File: config.mk
export PLATFORM = sky130hd
export DESIGN_NAME = alp_seq_core
export DESIGN_NICKNAME = d
export VERILOG_FILES = /design/src/rtl/alp_pkg.sv /design/src/rtl/alp_alu.sv /design/src/rtl/alp_seq_core.sv
export SDC_FILE = /design/constraint.sdc
export NUM_CORES = 1
export LEC_CHECK = 0
export ABC_CLOCK_PERIOD_IN_PS = 3900
export BUFFER_PORTS_ARGS = -buffer_cell sky130_fd_sc_hd__buf_4
export CAP_MARGIN = 30
export CELL_PAD_IN_SITES_DETAIL_PLACEMENT = 0
export CELL_PAD_IN_SITES_GLOBAL_PLACEMENT = 1
export CORE_ASPECT_RATIO = 0.7
export CORE_MARGIN = 4
export CORE_UTILIZATION = 40
export DETAILED_ROUTE_END_ITERATION = 8
export HOLD_SLACK_MARGIN = 0.06
export PLACE_DENSITY_LB_ADDON = 0.1
export SLEW_MARGIN = 20
export SYNTH_ARGS = -nofsm -noshare
export SYNTH_HDL_FRONTEND = slang
export SYNTH_HIERARCHICAL = 1
export SYNTH_SLANG_ARGS = --single-unit
File: constraint.sdc
create_clock -name i_clk -period 3.9 [get_ports i_clk]
set_input_delay 0.39 -clock i_clk [delete_from_list [all_inputs] [get_ports i_clk]]
set_output_delay 0.39 -clock i_clk [all_outputs]
set_load 0.03 [all_outputs]
File: src/rtl/alp_pkg.sv
// Package: alp_pkg
// Shared types for the ALP sequential core.
//   op_e    : 3-bit opcode as presented on i_op
//   state_e : controller FSM states
//   cmd_e   : which IDLE command is being executed in StExec
//   FLAG_*  : bit positions inside the {N,Z,C,V} flag vector
package alp_pkg;

    typedef enum logic [2:0] {
        OpAdd    = 3'b000,
        OpSub    = 3'b001,
        OpMul    = 3'b010,
        OpDiv    = 3'b011,
        OpAnd    = 3'b100,
        OpOr     = 3'b101,
        OpXor    = 3'b110,
        OpBitclr = 3'b111
    } op_e;

    typedef enum logic [3:0] {
        StIdle,
        StExec,
        StMInit,
        StMIter,
        StMWb,
        StDAbs,
        StDIter,
        StDFix,
        StDWb
    } state_e;

    typedef enum logic [1:0] {
        CmdStart,
        CmdClr,
        CmdLoad
    } cmd_e;

    localparam int unsigned FLAG_V = 0;
    localparam int unsigned FLAG_C = 1;
    localparam int unsigned FLAG_Z = 2;
    localparam int unsigned FLAG_N = 3;

endpackage

File: src/rtl/alp_alu.sv
// Module: alp_alu
// Combinational WIDTH-bit ALU shared by the single-cycle ops, the Booth
// add/subtract step and the divider trial subtract.
// Ports:
//   i_op  opcode (only add/sub/and/or/xor/bitclr are meaningful; others add)
//   i_a   left operand
//   i_b   right operand
//   o_y   result, modulo 2^WIDTH
//   o_c   carry-out for add, not-borrow for sub, 0 otherwise
//   o_v   signed overflow for add/sub, 0 otherwise
module alp_alu
    import alp_pkg::*;
#(
    parameter int unsigned WIDTH = 8
) (
    input  op_e              i_op,
    input  logic [WIDTH-1:0] i_a,
    input  logic [WIDTH-1:0] i_b,
    output logic [WIDTH-1:0] o_y,
    output logic             o_c,
    output logic             o_v
);

    logic             w_sub;
    logic [WIDTH-1:0] w_b_eff;
    logic [WIDTH:0]   w_sum;

    always_comb begin
        // Subtract as a + ~b + 1 so the carry-out is directly the not-borrow.
        w_sub   = (i_op == OpSub);
        w_b_eff = w_sub ? ~i_b : i_b;
        w_sum   = {1'b0, i_a} + {1'b0, w_b_eff} + {{WIDTH{1'b0}}, w_sub};
        o_y     = w_sum[WIDTH-1:0];
        o_c     = 1'b0;
        o_v     = 1'b0;
        case (i_op)
            OpAdd, OpSub: begin
                o_c = w_sum[WIDTH];
                o_v = (i_a[WIDTH-1] == w_b_eff[WIDTH-1]) && (w_sum[WIDTH-1] != i_a[WIDTH-1]);
            end
            OpAnd:    o_y = i_a & i_b;
            OpOr:     o_y = i_a | i_b;
            OpXor:    o_y = i_a ^ i_b;
            OpBitclr: o_y = i_a & ~i_b;
            default:  ;
        endcase
    end

endmodule

File: src/rtl/alp_seq_core.sv
// Module: alp_seq_core
// Sequential ALP controller: owns R0/R1, runs single-cycle ALU ops, a signed
// Booth multiply and (optionally) a signed restoring divide behind a
// start/busy/done handshake, and keeps NZCV flags plus a sticky error bit.
// Build option: define ALP_DIV_EN to include the divider; without it op 011
// only raises o_err.
// Ports:
//   i_clk, i_rst        clock, synchronous active-high reset
//   i_start, i_op       run opcode i_op (IDLE only, highest priority)
//   i_clr               clear R0/R1/flags/err (IDLE only)
//   i_load, i_data_in   R1<=R0, R0<=i_data_in (IDLE only, lowest priority)
//   o_r0, o_r1          architectural registers
//   o_flags             {N,Z,C,V}
//   o_busy              high whenever the FSM is not idle
//   o_done              one-cycle completion pulse
//   o_err               sticky divide-by-zero / illegal-op error
module alp_seq_core
    import alp_pkg::*;
#(
    parameter int unsigned WIDTH = 8
) (
    input  logic             i_clk,
    input  logic             i_rst,
    input  logic             i_start,
    input  logic [2:0]       i_op,
    input  logic             i_clr,
    input  logic             i_load,
    input  logic [WIDTH-1:0] i_data_in,
    output logic [WIDTH-1:0] o_r0,
    output logic [WIDTH-1:0] o_r1,
    output logic [3:0]       o_flags,
    output logic             o_busy,
    output logic             o_done,
    output logic             o_err
);

    localparam int unsigned SC_W = $clog2(WIDTH) + 1;

    state_e           r_state, w_state_next;
    cmd_e             r_cmd;
    op_e              r_op;
    logic [WIDTH-1:0] r_r0, r_r1;
    logic [WIDTH-1:0] r_a, r_q, r_m;   // r_m is also the load holding register and divisor
    logic             r_q1;
    logic [SC_W-1:0]  r_sc;
    logic [3:0]       r_flags;
    logic             r_done, r_err;

    op_e              w_alu_op;
    logic [WIDTH-1:0] w_alu_a, w_alu_b, w_alu_y;
    logic             w_alu_c, w_alu_v;
    logic             w_sc_last;
    logic             w_booth_act;
    logic [WIDTH-1:0] w_booth_a;
    logic             w_booth_qin;

`ifdef ALP_DIV_EN
    logic             r_qs, r_as;
    logic [WIDTH-1:0] w_div_a;
`endif

    alp_alu #(
        .WIDTH (WIDTH)
    ) u_alu (
        .i_op (w_alu_op),
        .i_a  (w_alu_a),
        .i_b  (w_alu_b),
        .o_y  (w_alu_y),
        .o_c  (w_alu_c),
        .o_v  (w_alu_v)
    );

    always_comb begin
        w_alu_op    = r_op;
        w_alu_a     = r_r0;
        w_alu_b     = r_r1;
        w_sc_last   = (r_sc == SC_W'(1));
        w_booth_act = r_q[0] ^ r_q1;
        // A true Booth sum can exceed WIDTH signed bits (M = -2^(W-1)); the
        // real sign is msb ^ overflow, which is what the shift must replicate.
        w_booth_a   = w_booth_act ? {w_alu_y[WIDTH-1] ^ w_alu_v, w_alu_y[WIDTH-1:1]}
                                  : {r_a[WIDTH-1], r_a[WIDTH-1:1]};
        w_booth_qin = w_booth_act ? w_alu_y[0] : r_a[0];
        if (r_state == StMIter) begin
            w_alu_op = r_q[0] ? OpSub : OpAdd;
            w_alu_a  = r_a;
            w_alu_b  = r_m;
        end
`ifdef ALP_DIV_EN
        // Shifted A is below 2^WIDTH, so the WIDTH-bit not-borrow acts as the
        // sign of the WIDTH+1-bit trial difference.
        w_div_a = {r_a[WIDTH-2:0], r_q[WIDTH-1]};
        if (r_state == StDIter) begin
            w_alu_op = OpSub;
            w_alu_a  = w_div_a;
            w_alu_b  = r_m;
        end
`endif
    end

    always_comb begin
        w_state_next = r_state;
        case (r_state)
            StIdle: begin
                if (i_start) begin
                    if (i_op == OpMul) begin
                        w_state_next = StMInit;
`ifdef ALP_DIV_EN
                    end else if (i_op == OpDiv) begin
                        w_state_next = StDAbs;
`endif
                    end else begin
                        w_state_next = StExec;
                    end
                end else if (i_clr || i_load) begin
                    w_state_next = StExec;
                end
            end
            StExec:  w_state_next = StIdle;
            StMInit: w_state_next = StMIter;
            StMIter: if (w_sc_last) w_state_next = StMWb;
            StMWb:   w_state_next = StIdle;
`ifdef ALP_DIV_EN
            StDAbs:  w_state_next = (r_r0 == '0) ? StIdle : StDIter;
            StDIter: if (w_sc_last) w_state_next = StDFix;
            StDFix:  w_state_next = StDWb;
            StDWb:   w_state_next = StIdle;
`endif
            default: w_state_next = StIdle;
        endcase
    end

    always_ff @(posedge i_clk) begin
        if (i_rst) begin
            r_state <= StIdle;
        end else begin
            r_state <= w_state_next;
        end
    end

    always_ff @(posedge i_clk) begin
        if (i_rst) begin
            r_cmd   <= CmdStart;
            r_op    <= OpAdd;
            r_r0    <= '0;
            r_r1    <= '0;
            r_a     <= '0;
            r_q     <= '0;
            r_m     <= '0;
            r_q1    <= 1'b0;
            r_sc    <= '0;
            r_flags <= '0;
            r_done  <= 1'b0;
            r_err   <= 1'b0;
`ifdef ALP_DIV_EN
            r_qs    <= 1'b0;
            r_as    <= 1'b0;
`endif
        end else begin
            r_done <= 1'b0;
            case (r_state)
                StIdle: begin
                    if (i_start) begin
                        r_cmd <= CmdStart;
                        r_op  <= op_e'(i_op);
                        r_err <= 1'b0;
                    end else if (i_clr) begin
                        r_cmd <= CmdClr;
                    end else if (i_load) begin
                        r_cmd <= CmdLoad;
                        r_m   <= i_data_in;
                    end
                end
                StExec: begin
                    r_done <= 1'b1;
                    case (r_cmd)
                        CmdClr: begin
                            r_r0    <= '0;
                            r_r1    <= '0;
                            r_flags <= '0;
                            r_err   <= 1'b0;
                        end
                        CmdLoad: begin
                            r_r1 <= r_r0;
                            r_r0 <= r_m;
                        end
                        default: begin
                            // Only an unsupported op (divide when not built) lands here.
                            if (r_op == OpDiv || r_op == OpMul) begin
                                r_err <= 1'b1;
                            end else begin
                                r_r0            <= w_alu_y;
                                r_r1            <= '0;
                                r_flags[FLAG_N] <= w_alu_y[WIDTH-1];
                                r_flags[FLAG_Z] <= (w_alu_y == '0);
                                r_flags[FLAG_C] <= w_alu_c;
                                r_flags[FLAG_V] <= w_alu_v;
                            end
                        end
                    endcase
                end
                StMInit: begin
                    r_a  <= '0;
                    r_q  <= r_r1;
                    r_q1 <= 1'b0;
                    r_m  <= r_r0;
                    r_sc <= SC_W'(WIDTH);
                end
                StMIter: begin
                    r_a  <= w_booth_a;
                    r_q  <= {w_booth_qin, r_q[WIDTH-1:1]};
                    r_q1 <= r_q[0];
                    r_sc <= r_sc - 1'b1;
                end
                StMWb: begin
                    r_done  <= 1'b1;
                    r_r0    <= r_a;
                    r_r1    <= r_q;
                    r_flags <= {r_a[WIDTH-1], (r_a == '0) && (r_q == '0), 2'b00};
                end
`ifdef ALP_DIV_EN
                StDAbs: begin
                    if (r_r0 == '0) begin
                        r_err  <= 1'b1;
                        r_done <= 1'b1;
                    end else begin
                        r_qs <= r_r1[WIDTH-1] ^ r_r0[WIDTH-1];
                        r_as <= r_r1[WIDTH-1];
                        r_q  <= r_r1[WIDTH-1] ? -r_r1 : r_r1;
                        r_m  <= r_r0[WIDTH-1] ? -r_r0 : r_r0;
                        r_a  <= '0;
                        r_sc <= SC_W'(WIDTH);
                    end
                end
                StDIter: begin
                    r_a  <= w_alu_c ? w_alu_y : w_div_a;
                    r_q  <= {r_q[WIDTH-2:0], w_alu_c};
                    r_sc <= r_sc - 1'b1;
                end
                StDFix: begin
                    if (r_qs) r_q <= -r_q;
                    if (r_as) r_a <= -r_a;
                end
                StDWb: begin
                    r_done  <= 1'b1;
                    r_r1    <= r_q;
                    r_r0    <= r_a;
                    // A non-negative quotient with msb set only arises from -2^(W-1)/-1.
                    r_flags <= {r_a[WIDTH-1], (r_a == '0), 1'b0, ~r_qs & r_q[WIDTH-1]};
                end
`endif
                default: ;
            endcase
        end
    end

    assign o_r0    = r_r0;
    assign o_r1    = r_r1;
    assign o_flags = r_flags;
    assign o_busy  = (r_state != StIdle);
    assign o_done  = r_done;
    assign o_err   = r_err;

endmodule

=== Word level (Yosys, flattened, before mapping) ===
Index checks and enable logic that the tools add are counted.

* Mux-type cells: 40
* Add/subtract/negate cells: 3
* Reduce and logical (&&, ||, !) cells: 25
* Bitwise operators: 7
* Equal/unequal tests: 28

{| class="wikitable"
|+ Operators by type and width
! operator !! count
|-
| $pmux W8 S2 || 7
|-
| $mux W8 || 9
|-
| $pmux W8 S4 || 1
|-
| $logic_not A8 Y1 || 3
|-
| $pmux W4 S2 || 3
|-
| $and A8 B8 Y8 || 2
|-
| $mux W4 || 4
|-
| $ne A2 B2 Y1 const B || 7
|-
| $eq A3 B3 Y1 const B || 4
|-
| $pmux W4 S3 || 1
|-
| $reduce_and A2 Y1 || 5
|-
| $add A8 B8 Y9 || 1
|-
| $add A9 B1 Y9 || 1
|-
| $eq A3 B2 Y1 const B || 3
|-
| $ne A3 B3 Y1 const B || 3
|-
| $eq A4 B1 Y1 const B || 2
|-
| $eq A4 B2 Y1 const B || 2
|-
| $mux W2 || 4
|-
| $not A8 Y8 || 1
|-
| $or A8 B8 Y8 || 1
|-
| $reduce_and A4 Y1 || 2
|-
| $reduce_bool A2 Y1 || 4
|-
| $xor A8 B8 Y8 || 1
|-
| $mux W1 || 7
|-
| other kinds (19) || 25
|}

* Output and inout port bits: 23
* Word-level logic and storage cells: 117
* Input port bits: 16
* Register bits: 60

=== Logic depth before layout (Yosys ltp) ===
Gate-level depths: netlist of the first run.

* Word-level depth: 12
* Gate-level depth with buffers: 19
* Gate-level depth less buffers: 15

=== Hierarchy ===
Netlist of the first run, hierarchy kept.

{| class="wikitable"
|+ By module, submodules not included
! module !! sequential area each (um2) !! cells an instance !! area each (um2) !! times used
|-
| alp_seq_core || 1181.1 || 409 || 3184.3 || 1
|-
| alp_alu || 0.0 || 139 || 1048.5 || 1
|}

=== Worst setup path after synthesis of the first run ===
No wires, ideal clock.

* Kind: register to register
* From: register r_state[1]
* To: register r_flags[2], in the netlist o_flags[2]
* Path buffers: 4
* Data required time: 3.821 ns
* Data arrival time: 3.789 ns
* Setup slack: 0.032 ns
* Library setup time: 0.079 ns
* Stages on the path, launching flop included: 19
* Period minus slack after synthesis: 3.868 ns
* Cells stage by stage: dfxtp_1 > buf_6 > nor2b_1 > nand2_1 > clkbuf_1 > and2_1 > buf_6 > nor2_1 > and2_1 > clkbuf_1 > xnor2_1 > fa_1 > a211oi_1 > o21bai_1 > a211oi_1 > o31ai_1 > nor4_1 > a31oi_2 > a211oi_2

* Word-level cells in the longest chain between the ends: 11
* Elaborated cells between the ends (all ways): 28
* Those cells by class: add/sub (2); eq/ne (10); mux (8); bitwise (5); reduce/logical (3)

{| class="wikitable"
|+ RTL lines
! element !! RTL line !! RTL
|-
| start, declared || alp_seq_core.sv:39 || <nowiki>state_e r_state, w_state_next;</nowiki>
|-
| start signal, assigned || alp_seq_core.sv:135 || <nowiki>r_state <= StIdle;</nowiki>
|-
| start signal, assigned || alp_seq_core.sv:137 || <nowiki>r_state <= w_state_next;</nowiki>
|-
| $eq A4 B2 Y1 (*) || alp_seq_core.sv:84 || <nowiki>if (r_state == StMIter) begin</nowiki>
|-
| $mux W3 (*) || alp_seq_core.sv:84 ||
|-
| named net w_alu_op[1] || alp_seq_core.sv:49 || <nowiki>op_e w_alu_op;</nowiki>
|-
| $eq A3 B1 Y1 || alp_alu.sv:30 || <nowiki>w_sub = (i_op == OpSub);</nowiki>
|-
| $mux W8 || alp_alu.sv:31 || <nowiki>w_b_eff = w_sub ? ~i_b : i_b;</nowiki>
|-
| $add A8 B8 Y9 || alp_alu.sv:32 || <nowiki>w_sum = {1'b0, i_a} + {1'b0, w_b_eff} + {{WIDTH{1'b0}}, w_sub};</nowiki>
|-
| $add A9 B1 Y9 || alp_alu.sv:32 ||
|-
| $pmux W8 S4 (*) || alp_alu.sv:36 || <nowiki>case (i_op)</nowiki>
|-
| named net w_alu_y[6] || alp_seq_core.sv:50 || <nowiki>logic [WIDTH-1:0] w_alu_a, w_alu_b, w_alu_y;</nowiki>
|-
| $logic_not A8 Y1 (*) || alp_seq_core.sv:195 || <nowiki>r_flags[FLAG_Z] <= (w_alu_y == '0);</nowiki>
|-
| $mux W4 (*) || alp_seq_core.sv:189 || <nowiki>if (r_op == OpDiv || r_op == OpMul) begin</nowiki>
|-
| $pmux W4 S2 (*) || alp_seq_core.sv:176 || <nowiki>case (r_cmd)</nowiki>
|-
| $pmux W4 S2 (*) || alp_seq_core.sv:161 || <nowiki>case (r_state)</nowiki>
|-
| end signal, assigned by index || alp_seq_core.sv:195 ||
|-
| end signal, assigned by index || alp_seq_core.sv:196 || <nowiki>r_flags[FLAG_C] <= w_alu_c;</nowiki>
|-
| end signal, assigned by index || alp_seq_core.sv:197 || <nowiki>r_flags[FLAG_V] <= w_alu_v;</nowiki>
|-
| end, declared || alp_seq_core.sv:46 || <nowiki>logic [3:0] r_flags;</nowiki>
|}

The timed path passes the listed nets; every way through them passes the cells marked *. The select of a mux whose other input is x is not followed.
A chain may end at the register's enable or synchronous reset.

=== Worst setup path after layout of the first run ===
* From: register r_state[1]
* To: register r_flags[2], in the netlist o_flags[2]

* Word-level cells in the longest chain between the ends: 11
* Elaborated cells between the ends (all ways): 28
* Those cells by class: add/sub (2); eq/ne (10); mux (8); bitwise (5); reduce/logical (3)

{| class="wikitable"
|+ RTL lines
! element !! RTL line
|-
| $eq A4 B2 Y1 (*) || alp_seq_core.sv:84
|-
| $mux W8 (*) || alp_seq_core.sv:84
|-
| named net w_alu_b[2] || alp_seq_core.sv:50
|-
| $not A8 Y8 || alp_alu.sv:31
|-
| $mux W8 (*) || alp_alu.sv:31
|-
| $add A8 B8 Y9 (*) || alp_alu.sv:32
|-
| $add A9 B1 Y9 (*) || alp_alu.sv:32
|-
| $pmux W8 S4 (*) || alp_alu.sv:36
|-
| named net w_alu_y[5] || alp_seq_core.sv:50
|-
| $logic_not A8 Y1 (*) || alp_seq_core.sv:195
|-
| $mux W4 (*) || alp_seq_core.sv:189
|-
| $pmux W4 S2 (*) || alp_seq_core.sv:176
|-
| $pmux W4 S2 (*) || alp_seq_core.sv:161
|}

Marked as above.

==> results of run 1 <==
-- final cells by class --
class	count	area, µm²
fill	1000	5346
multi-input combinational	422	2746
sequential	59	1181
timing repair buffer	55	432.9
clock buffer	12	256.5
tap	132	165.2
inverter	31	116.4
clock inverter	4	72.57
-- registers in the layout (all words and copies together) (netlist names), 2 cells and up --
name,flops
r_m,8
o_flags,4
o_r1,8
r_sc,4
r_op,3
r_state,3
r_a,8
r_cmd,2
r_q,8
o_r0,8
-- layout by cell type (no fill, tap or decap), types with 3 or more instances in the layout --
master	synthesis	layout
a21o_1	3	3
nor2_1	47	47
nor3b_1	6	6
mux2i_1	11	11
mux4_2	4	4
buf_4	1	53
dfxtp_1	59	59
clkbuf_16	0	9
a32oi_1	3	3
nand2b_1	3	3
o211ai_1	20	20
nor2b_1	5	5
a311oi_1	17	17
ha_1	20	20
and2_1	5	4
nand3_1	17	17
mux2_2	9	9
nand4_1	3	3
xnor2_1	10	10
a21oi_1	25	25
o21ai_0	21	21
inv_1	29	29
a211oi_1	10	10
nor3_1	6	6
nand2_1	119	119
a22oi_1	7	7
nor4_1	8	7
-- report_power, final --
group | internal [mW] | switching (mW)
Clock | 0.593 | 0.278
Combinational | 0.279 | 0.434
Sequential | 0.650 | 0.0487
Total | 1.52 | 0.761
-- layer usage --
metal / up-vias / GRT usage / wire length [µm]
met1: 1933 / 0.3045 / 6440
met3: 12 / 0.04602 / 562
met5: - / 0 / 0
met2: 104 / 0.3298 / 5667
met4: 0 / 0.05051 / 143
li1: 2009 / - / -
-- cell families after synthesis --
family	after synthesis	synth area share
simple gates	236	0.2584
compound gates	129	0.2244
buf+inv	67	0.07390
flops	59	0.2790
mux	24	0.07124
fa+ha+maj	21	0.06385
xor+xnor	12	0.02926
-- worst paths after layout --
kind                 to  depth (start not counted)  slack [ns]  startpoint
max          o_flags[2]                         17        0.29  r_state[1]
min             r_op[0]                          3        0.35     i_op[0]
max reg2reg  o_flags[2]                         17        0.29  r_state[1]
min reg2reg  o_flags[1]                          2        0.46  o_flags[1]
-- through the flow --
step                      power (mW)  instance area (µm²)  worst slack [ns]  instances  hold slack [ns]
after global routing           2.398                 4971          0.006564        715           0.3590
after detailed placement       1.412                 4634            0.1791        699           0.4526
after CTS                      2.288                 4964            0.1885        715           0.3441
after global placement         1.406                 4619            0.3680        698           0.4421
after floorplan                1.204                 4233           0.03172        548           0.4366
final                          2.282                 4971            0.2873        715           0.3472
-- timing repair --
action | CTS | global route
gates resized for setup | 0 | 2
hold buffers | 0 | 0
setup endpoints to repair | 0 | 4
-- critical path: cells and delay by family (launching register included) --
kind | cells | cell delay (ns)
AO/OA/AOI/OAI | 5 | 1.09
adder cells (fa/ha/maj) | 1 | 0.30
flip-flops | 1 | 0.32
AND/OR/NAND/NOR | 6 | 0.92
buffers and inverters | 4 | 0.65
XOR/XNOR | 1 | 0.25
==> summary.json, run 1 <==
{
  "status": "finished clean",
  "setup-tns-final_ns": 0,
  "timing.hold.worst.class": "primary input to flop",
  "globalplace.congestion": 0.8694,
  "nNetsFinal": 615,
  "critical_path.max_stage_delay_ns": 0.43,
  "cts-buffers-inserted": 9,
  "cp_max_fo": 27,
  "dp.final_hpwl_um": 9165,
  "worstPathCellList": "buf_4 > nand2b_1 > nor2_2 > buf_12 > nand2_1 > nand2_1 > inv_1 > xnor2_1 > ha_1 > a21oi_1 > o211ai_1 > a2111oi_0 > nor3_1 > nor4_2 > buf_4 > a31oi_2 > a211oi_2",
  "final-hold-violation-count": 0,
  "max-clock-path-buffers": 2,
  "synthesis.area_per_instance_um2": 7.724,
  "ys.warnings.count": 6,
  "pin_slew_with_the_least_headroom_to_its_limit_ns": 0.8921,
  "grt_pass1_wl_um": 20480,
  "worstSkewPairLatency_ns": 0.33,
  "skew_ns": 0.008280,
  "post_synth_top_cells": "nand2_1, dfxtp_1, nor2_1",
  "drc_errors": 0,
  "final_core_utilization": 0.4818,
  "netlist_top_cells_area": "dfxtp_1, nand2_1, ha_1",
  "number_of_synthesized_register_bits": 59,
  "crit_required_ns": 4.16,
  "global_route.overflow_total": 0,
  "drive_above_1_share": 0.1715,
  "die_h_um": 94.07,
  "yosysSeqAreaShare": 0.2790,
  "routed_via_density": 5.676,
  "synth.largest_area_cell": "dfxtp_1",
  "routed_wire_length_per_instance_um": 17.92,
  "clock_pin_slew_of_the_registers_on_the_worst_case_setup_and_hold_paths_ns": 0.06,
  "drt-initial-drc-count": 258,
  "drtPass1Iterations": 6,
  "maximum_number_of_pins_on_one_net_before_global_route_repair": 58,
  "worst_vdd_drop_v": 0.0002056,
  "net_count_after_synthesis": 585,
  "edff_count_synth": 0,
  "critPathCaptureType": "flop",
  "drv_cap": 0,
  "syn2layout_area_growth_pct": 17.44,
  "antenna_violations_before_repair": 0,
  "cts_tree": "yes",
  "floorplan.rows": 31,
  "placement.io_buffers": 38,
  "clockRootBuffer": "clkbuf_16",
  "async_flop_share": 0,
  "cp_slowest_cell": "a2111oi_0",
  "ant_nets": 0,
  "drv_slew": 0,
  "post-cts-setup-buffers": 0,
  "fp.dieW_um": 131.0,
  "worstSetupStartpointType": "flop",
  "vias": 4058,
  "first_global_vias": 3827,
  "syn_area_um2": 4233,
  "track_usage": 0.2141,
  "timing.fmax_ghz": 0.2768,
  "initial_utilization": 0.4103,
  "antenna_diode_count": 0,
  "total_power_divided_by_cell_area_nw_per_um2": 459.1,
  "crit_arrival_ns": 3.87,
  "numClockSinks": 59,
  "fin_crit_ns": 3.613,
  "synthFlopType": "dfxtp_1",
  "floorplan_die_area_um2": 12320,
  "synthCells": 548,
  "wire_length_reported_by_the_detailed_router_um": 12810,
  "total_leakage_power_nw": 1.909,
  "placeableCoreArea_um2": 10320,
  "unrepaired_setup_endpoints_after_global_routing": "false",
  "class_of_the_most_critical_setup_path": "flop to flop",
  "most_common_cell_in_the_synthesized_netlist": "nand2_1",
  "ys_types": 64,
  "finalCritPeriodShare": 0.9263,
  "max-slew-margin-rel": 0.4052,
  "io_pins": 39,
  "synth_top_area_share": 0.2790,
  "cts.htree.levels": 3,
  "setup-violations-final": 0
}
Power figures use the tool's default switching activity.
==> run 2: changes to the inputs <==
--- a/config.mk
+++ b/config.mk
@@ -8,14 +8,12 @@
 export ABC_CLOCK_PERIOD_IN_PS = 3900
 export BUFFER_PORTS_ARGS = -buffer_cell sky130_fd_sc_hd__buf_4
 export CAP_MARGIN = 30
-export CELL_PAD_IN_SITES_DETAIL_PLACEMENT = 0
-export CELL_PAD_IN_SITES_GLOBAL_PLACEMENT = 1
 export CORE_ASPECT_RATIO = 0.7
 export CORE_MARGIN = 4
-export CORE_UTILIZATION = 40
+export CORE_UTILIZATION = 52
 export DETAILED_ROUTE_END_ITERATION = 8
 export HOLD_SLACK_MARGIN = 0.06
-export PLACE_DENSITY_LB_ADDON = 0.1
+export PLACE_DENSITY = 0.74
 export SLEW_MARGIN = 20
 export SYNTH_ARGS = -nofsm -noshare
 export SYNTH_HDL_FRONTEND = slang
==> run 2 against run 1 <==
  * Clock power shrank 12%
  * Combinational power up 1%
  * Global-route usage increased by 3.9 points
  * Core utilization grew 14 points
  * Critical path depth fell by 2
  * Register-to-register slack worse by 0.15 ns
  * Hold slack worse by 0.011 ns
  * First-iteration DRC count grew 67%
  * Power down 3.8%
  * Cell count decreased by 4.5%
  * Clock skew fell by 0.0030 ns
  * Critical endpoint is now r_a[6]
==> summary.json, run 2 (synthesis gave the netlist of run 1 again) <==
{
  "drtPass1Iterations": {"value": 6, "change": "unchanged"},
  "globalplace.congestion": {"value": 0.9469, "change": "was 0.8694"},
  "final_area": {"value": 4908, "unit": "µm²", "change": "was 4971 µm²"},
  "fp.dieW": {"value": 115.8, "unit": "µm", "change": "was 131.0 µm"},
  "design_power_total": {"value": 2.195, "unit": "mW", "change": "was 2.282 mW"},
  "routed_wire_length_per_instance": {"value": 17.73, "unit": "µm", "change": "was 17.92 µm"},
  "worstPathCellList": {"value": "nor2b_1 > nand2_1 > and2_1 > nor2_1 > and2_2 > buf_4 > xnor2_1 > ha_1 > a21o_1 > a21o_1 > o31ai_1 > or3b_4 > mux2_2 > a22oi_1 > nor2_1", "change": "was buf_4 > nand2b_1 > nor2_2 > buf_12 > nand2_1 > nand2_1 > inv_1 > xnor2_1 > ha_1 > a21oi_1 > o211ai_1 > a2111oi_0 > nor3_1 > nor4_2 > buf_4 > a31oi_2 > a211oi_2"},
  "placement.io_buffers": {"value": 38, "change": "unchanged"},
  "met1_length": {"value": 5486, "unit": "µm", "change": "was 6440 µm"},
  "hold_path.startpoint": {"value": "i_op[0]", "change": "unchanged"},
  "max-clock-path-buffers": {"value": 2, "change": "unchanged"},
  "global_route.overflow_total": {"value": 0, "change": "unchanged"},
  "placeableCoreArea": {"value": 7905, "unit": "µm²", "change": "was 10320 µm²"},
  "finalHoldWorstSlack": {"value": 0.3366, "unit": "ns", "change": "was 0.3472 ns"},
  "cts-buffers-inserted": {"value": 9, "change": "unchanged"},
  "floorplan_die_area": {"value": 9670, "unit": "µm²", "change": "was 12320 µm²"},
  "routed-wl-met2": {"value": 5366, "unit": "µm", "change": "was 5667 µm"},
  "worst-r2r-cell-count": {"value": 15, "change": "was 17"},
  "crit_cells": {"value": 15, "change": "was 17"},
  "hold-path-cell-count": {"value": 3, "change": "unchanged"},
  "setup-violations-final": {"value": 0, "change": "unchanged"},
  "routed.top_layer": {"value": "met4", "change": "unchanged"},
  "cp.buffers_inverters": {"value": 1, "change": "was 4"},
  "fin_crit": {"value": 3.764, "unit": "ns", "change": "was 3.613 ns"},
  "wl_met3": {"value": 1133, "unit": "µm", "change": "was 562 µm"},
  "maximum_number_of_pins_on_one_net_before_global_route_repair": {"value": 58, "change": "unchanged"},
  "worst-r2r-setup-slack": {"value": 0.14, "unit": "ns", "change": "was 0.29 ns"},
  "post_cts_hold_buffer_count": {"value": 0, "change": "unchanged"},
  "routed_via_density": {"value": 6.155, "change": "was 5.676"},
  "floorplan.rows": {"value": 27, "change": "was 31"},
  "syn2layout_area_growth": {"value": 15.96, "unit": "%", "change": "was 17.44%"},
  "class_of_the_most_critical_setup_path": {"value": "flop to flop", "change": "unchanged"},
  "wire_length_reported_by_the_detailed_router": {"value": 12110, "unit": "µm", "change": "was 12810 µm"},
  "first_global_vias": {"value": 3901, "change": "was 3827"},
  "drv_slew": {"value": 0, "change": "unchanged"},
  "max-slew-margin-rel": {"value": 0.3418, "change": "was 0.4052"},
  "drt-initial-drc-count": {"value": 432, "change": "was 258"},
  "worst_vdd_drop": {"value": 0.0003106, "unit": "V", "change": "was 0.0002056 V"},
  "initial_utilization": {"value": 0.5355, "change": "was 0.4103"},
  "timing.critical_path.max_delay_family": {"value": "simple AND/OR/NAND/NOR gates", "change": "was compound AO/OA/AOI/OAI gates"},
  "dp_worst_setup_slack": {"value": 0.09206, "unit": "ns", "change": "was 0.1791 ns"},
  "die_h": {"value": 83.49, "unit": "µm", "change": "was 94.07 µm"},
  "ant_nets": {"value": 0, "change": "unchanged"},
  "final_core_utilization": {"value": 0.6209, "change": "was 0.4818"},
  "final_cell_mix": {"value": "nand2_1, dfxtp_1, buf_4, nor2_1, inv_1", "change": "unchanged"},
  "worstSkewPairLatency": {"value": 0.33, "unit": "ns", "change": "about the same"},
  "drive_above_1_share": {"value": 0.1770, "change": "was 0.1715"},
  "critical_path.reg2reg.endpoint": {"value": "r_a[6]", "change": "was o_flags[2]"},
  "pin_slew_with_the_least_headroom_to_its_limit": {"value": 0.9873, "unit": "ns", "change": "was 0.8921 ns"},
  "final-hold-violation-count": {"value": 0, "change": "unchanged"},
  "dp.final_hpwl": {"value": 8542, "unit": "µm", "change": "was 9165 µm"},
  "finalCritPeriodShare": {"value": 0.9650, "change": "was 0.9263"},
  "timing.fmax": {"value": 0.2657, "unit": "GHz", "change": "was 0.2768 GHz"},
  "track_usage": {"value": 0.2531, "change": "was 0.2141"},
  "antenna_violations_before_repair": {"value": 0, "change": "unchanged"},
  "layout.cells.most_common": {"value": "nand2_1", "change": "unchanged"},
  "final.fill_count": {"value": 691, "change": "was 1000"},
  "cp_slowest_cell": {"value": "or3b_4", "change": "was a2111oi_0"},
  "drv_cap": {"value": 0, "change": "unchanged"},
  "skew": {"value": 0.005287, "unit": "ns", "change": "was 0.008280 ns"},
  "critPathCaptureType": {"value": "flop", "change": "unchanged"},
  "total_power_divided_by_cell_area": {"value": 447.1, "unit": "nW/µm²", "change": "was 459.1 nW/µm²"},
  "worstSetupStartpointType": {"value": "flop", "change": "unchanged"},
  "timing.hold.worst.class": {"value": "primary input to flop", "change": "unchanged"},
  "cp_max_fo": {"value": 7, "change": "was 27"},
  "detailed_place.area": {"value": 4573, "unit": "µm²", "change": "was 4634 µm²"},
  "final_critical_path_setup_slack": {"value": 0.1365, "unit": "ns", "change": "was 0.2873 ns"},
  "io_pins": {"value": 39, "change": "unchanged"},
  "clockRootBuffer": {"value": "clkbuf_16", "change": "unchanged"},
  "nNetsFinal": {"value": 614, "change": "was 615"},
  "critical_path.max_stage_delay": {"value": 0.47, "unit": "ns", "change": "was 0.43 ns"},
  "numClockSinks": {"value": 59, "change": "unchanged"},
  "vias": {"value": 4204, "change": "was 4058"},
  "crit_required": {"value": 4.09, "unit": "ns", "change": "was 4.16 ns"},
  "cts_tree": {"value": "yes", "change": "unchanged"},
  "crit_arrival": {"value": 3.96, "unit": "ns", "change": "was 3.87 ns"},
  "antenna_diode_count": {"value": 0, "change": "unchanged"},
  "total_leakage_power": {"value": 1.891, "unit": "nW", "change": "was 1.909 nW"},
  "status": {"value": "finished clean", "change": "unchanged"},
  "drc_errors": {"value": 0, "change": "unchanged"},
  "unrepaired_setup_endpoints_after_global_routing": {"value": "true", "change": "was false"},
  "cts.htree.levels": {"value": 3, "change": "unchanged"},
  "clock_pin_slew_of_the_registers_on_the_worst_case_setup_and_hold_paths": {"value": 0.05, "unit": "ns", "change": "was 0.06 ns"},
  "reg2reg_from": {"value": "r_state[2]", "change": "was r_state[1]"},
  "grt_pass1_wl": {"value": 19630, "unit": "µm", "change": "was 20480 µm"},
  "worst_hold_path.endpoint": {"value": "r_op[0]", "change": "unchanged"},
  "post-cts-setup-buffers": {"value": 0, "change": "unchanged"}
}
-- run 2: cell types whose count changed in the layout (fill, tap and decap cells not counted), moves of 2 or more --
cell       before  now
nor3_2          1    3
bufinv_16       2    0
clkbuf_8        2    4
nor3_1          6    4
-- run 2: repair_timing --
item                                   in CTS  in global routing
endpoints found under the hold margin       0                  0
setup endpoints to repair                   0                 11
gates resized for setup                     0                  9
-- run 2: per-stage QoR --
step / std cells / TNS, ns
floorplan: 548 / 0
global placement: 666 / 0
detailed placement: 666 / 0
CTS: 682 / 0
global route: 683 / -0.2195
finish: 683 / 0
-- run 2: layout make-up --
class                           instances  area [µm²]  share of cell area
Clock buffer                           15       287.8             0.05863
Clock inverter                          1       5.005            0.001020
Inverter                               31       116.4             0.02371
Multi-Input combinational cell        422        2770              0.5644
Sequential cell                        59        1181              0.2406
Tap cell                              101       126.4             0.02575
Timing Repair Buffer                   54       421.7             0.08590
-- run 2: worst max-delay path by stage --
stage,start,to,slack [ns]
2_1_floorplan,r_state[1],o_flags[2],0.03
3_3_place_gp,r_state[2],o_flags[2],0.28
3_5_place_dp,r_state[2],o_flags[2],0.09
4_1_cts,r_state[2],o_flags[2],0.01
5_1_grt,r_state[2],r_a[6],-0.07
6_report,r_state[2],r_a[6],0.14
-- run 2: worst register-to-register path: cells and delay by family, from the launching register on --
family                     cells  cell delay (ns)
and+or+nand+nor                7             1.55
DFF                            1             0.36
muxes                          1             0.28
buffers and inverters          1             0.17
xor gates and xnor gates       1             0.11
AOI/OAI and AO/OA              4             0.87
adders and majority gates      1             0.29
-- run 2: per-layer routing --
layer  track usage  vias to the layer above
met4       0.05269                        0
li1              -                     2009
met3       0.07754                       12
met5             0                        -
met1        0.3540                     1973
met2        0.3838                      210
-- run 2: power by group --
group	switching [mW]	internal [mW]	total, mW
logic	0.436	0.287	0.723
registers	0.0562	0.650	0.707
clock network	0.267	0.498	0.765
total	0.759	1.44	2.19
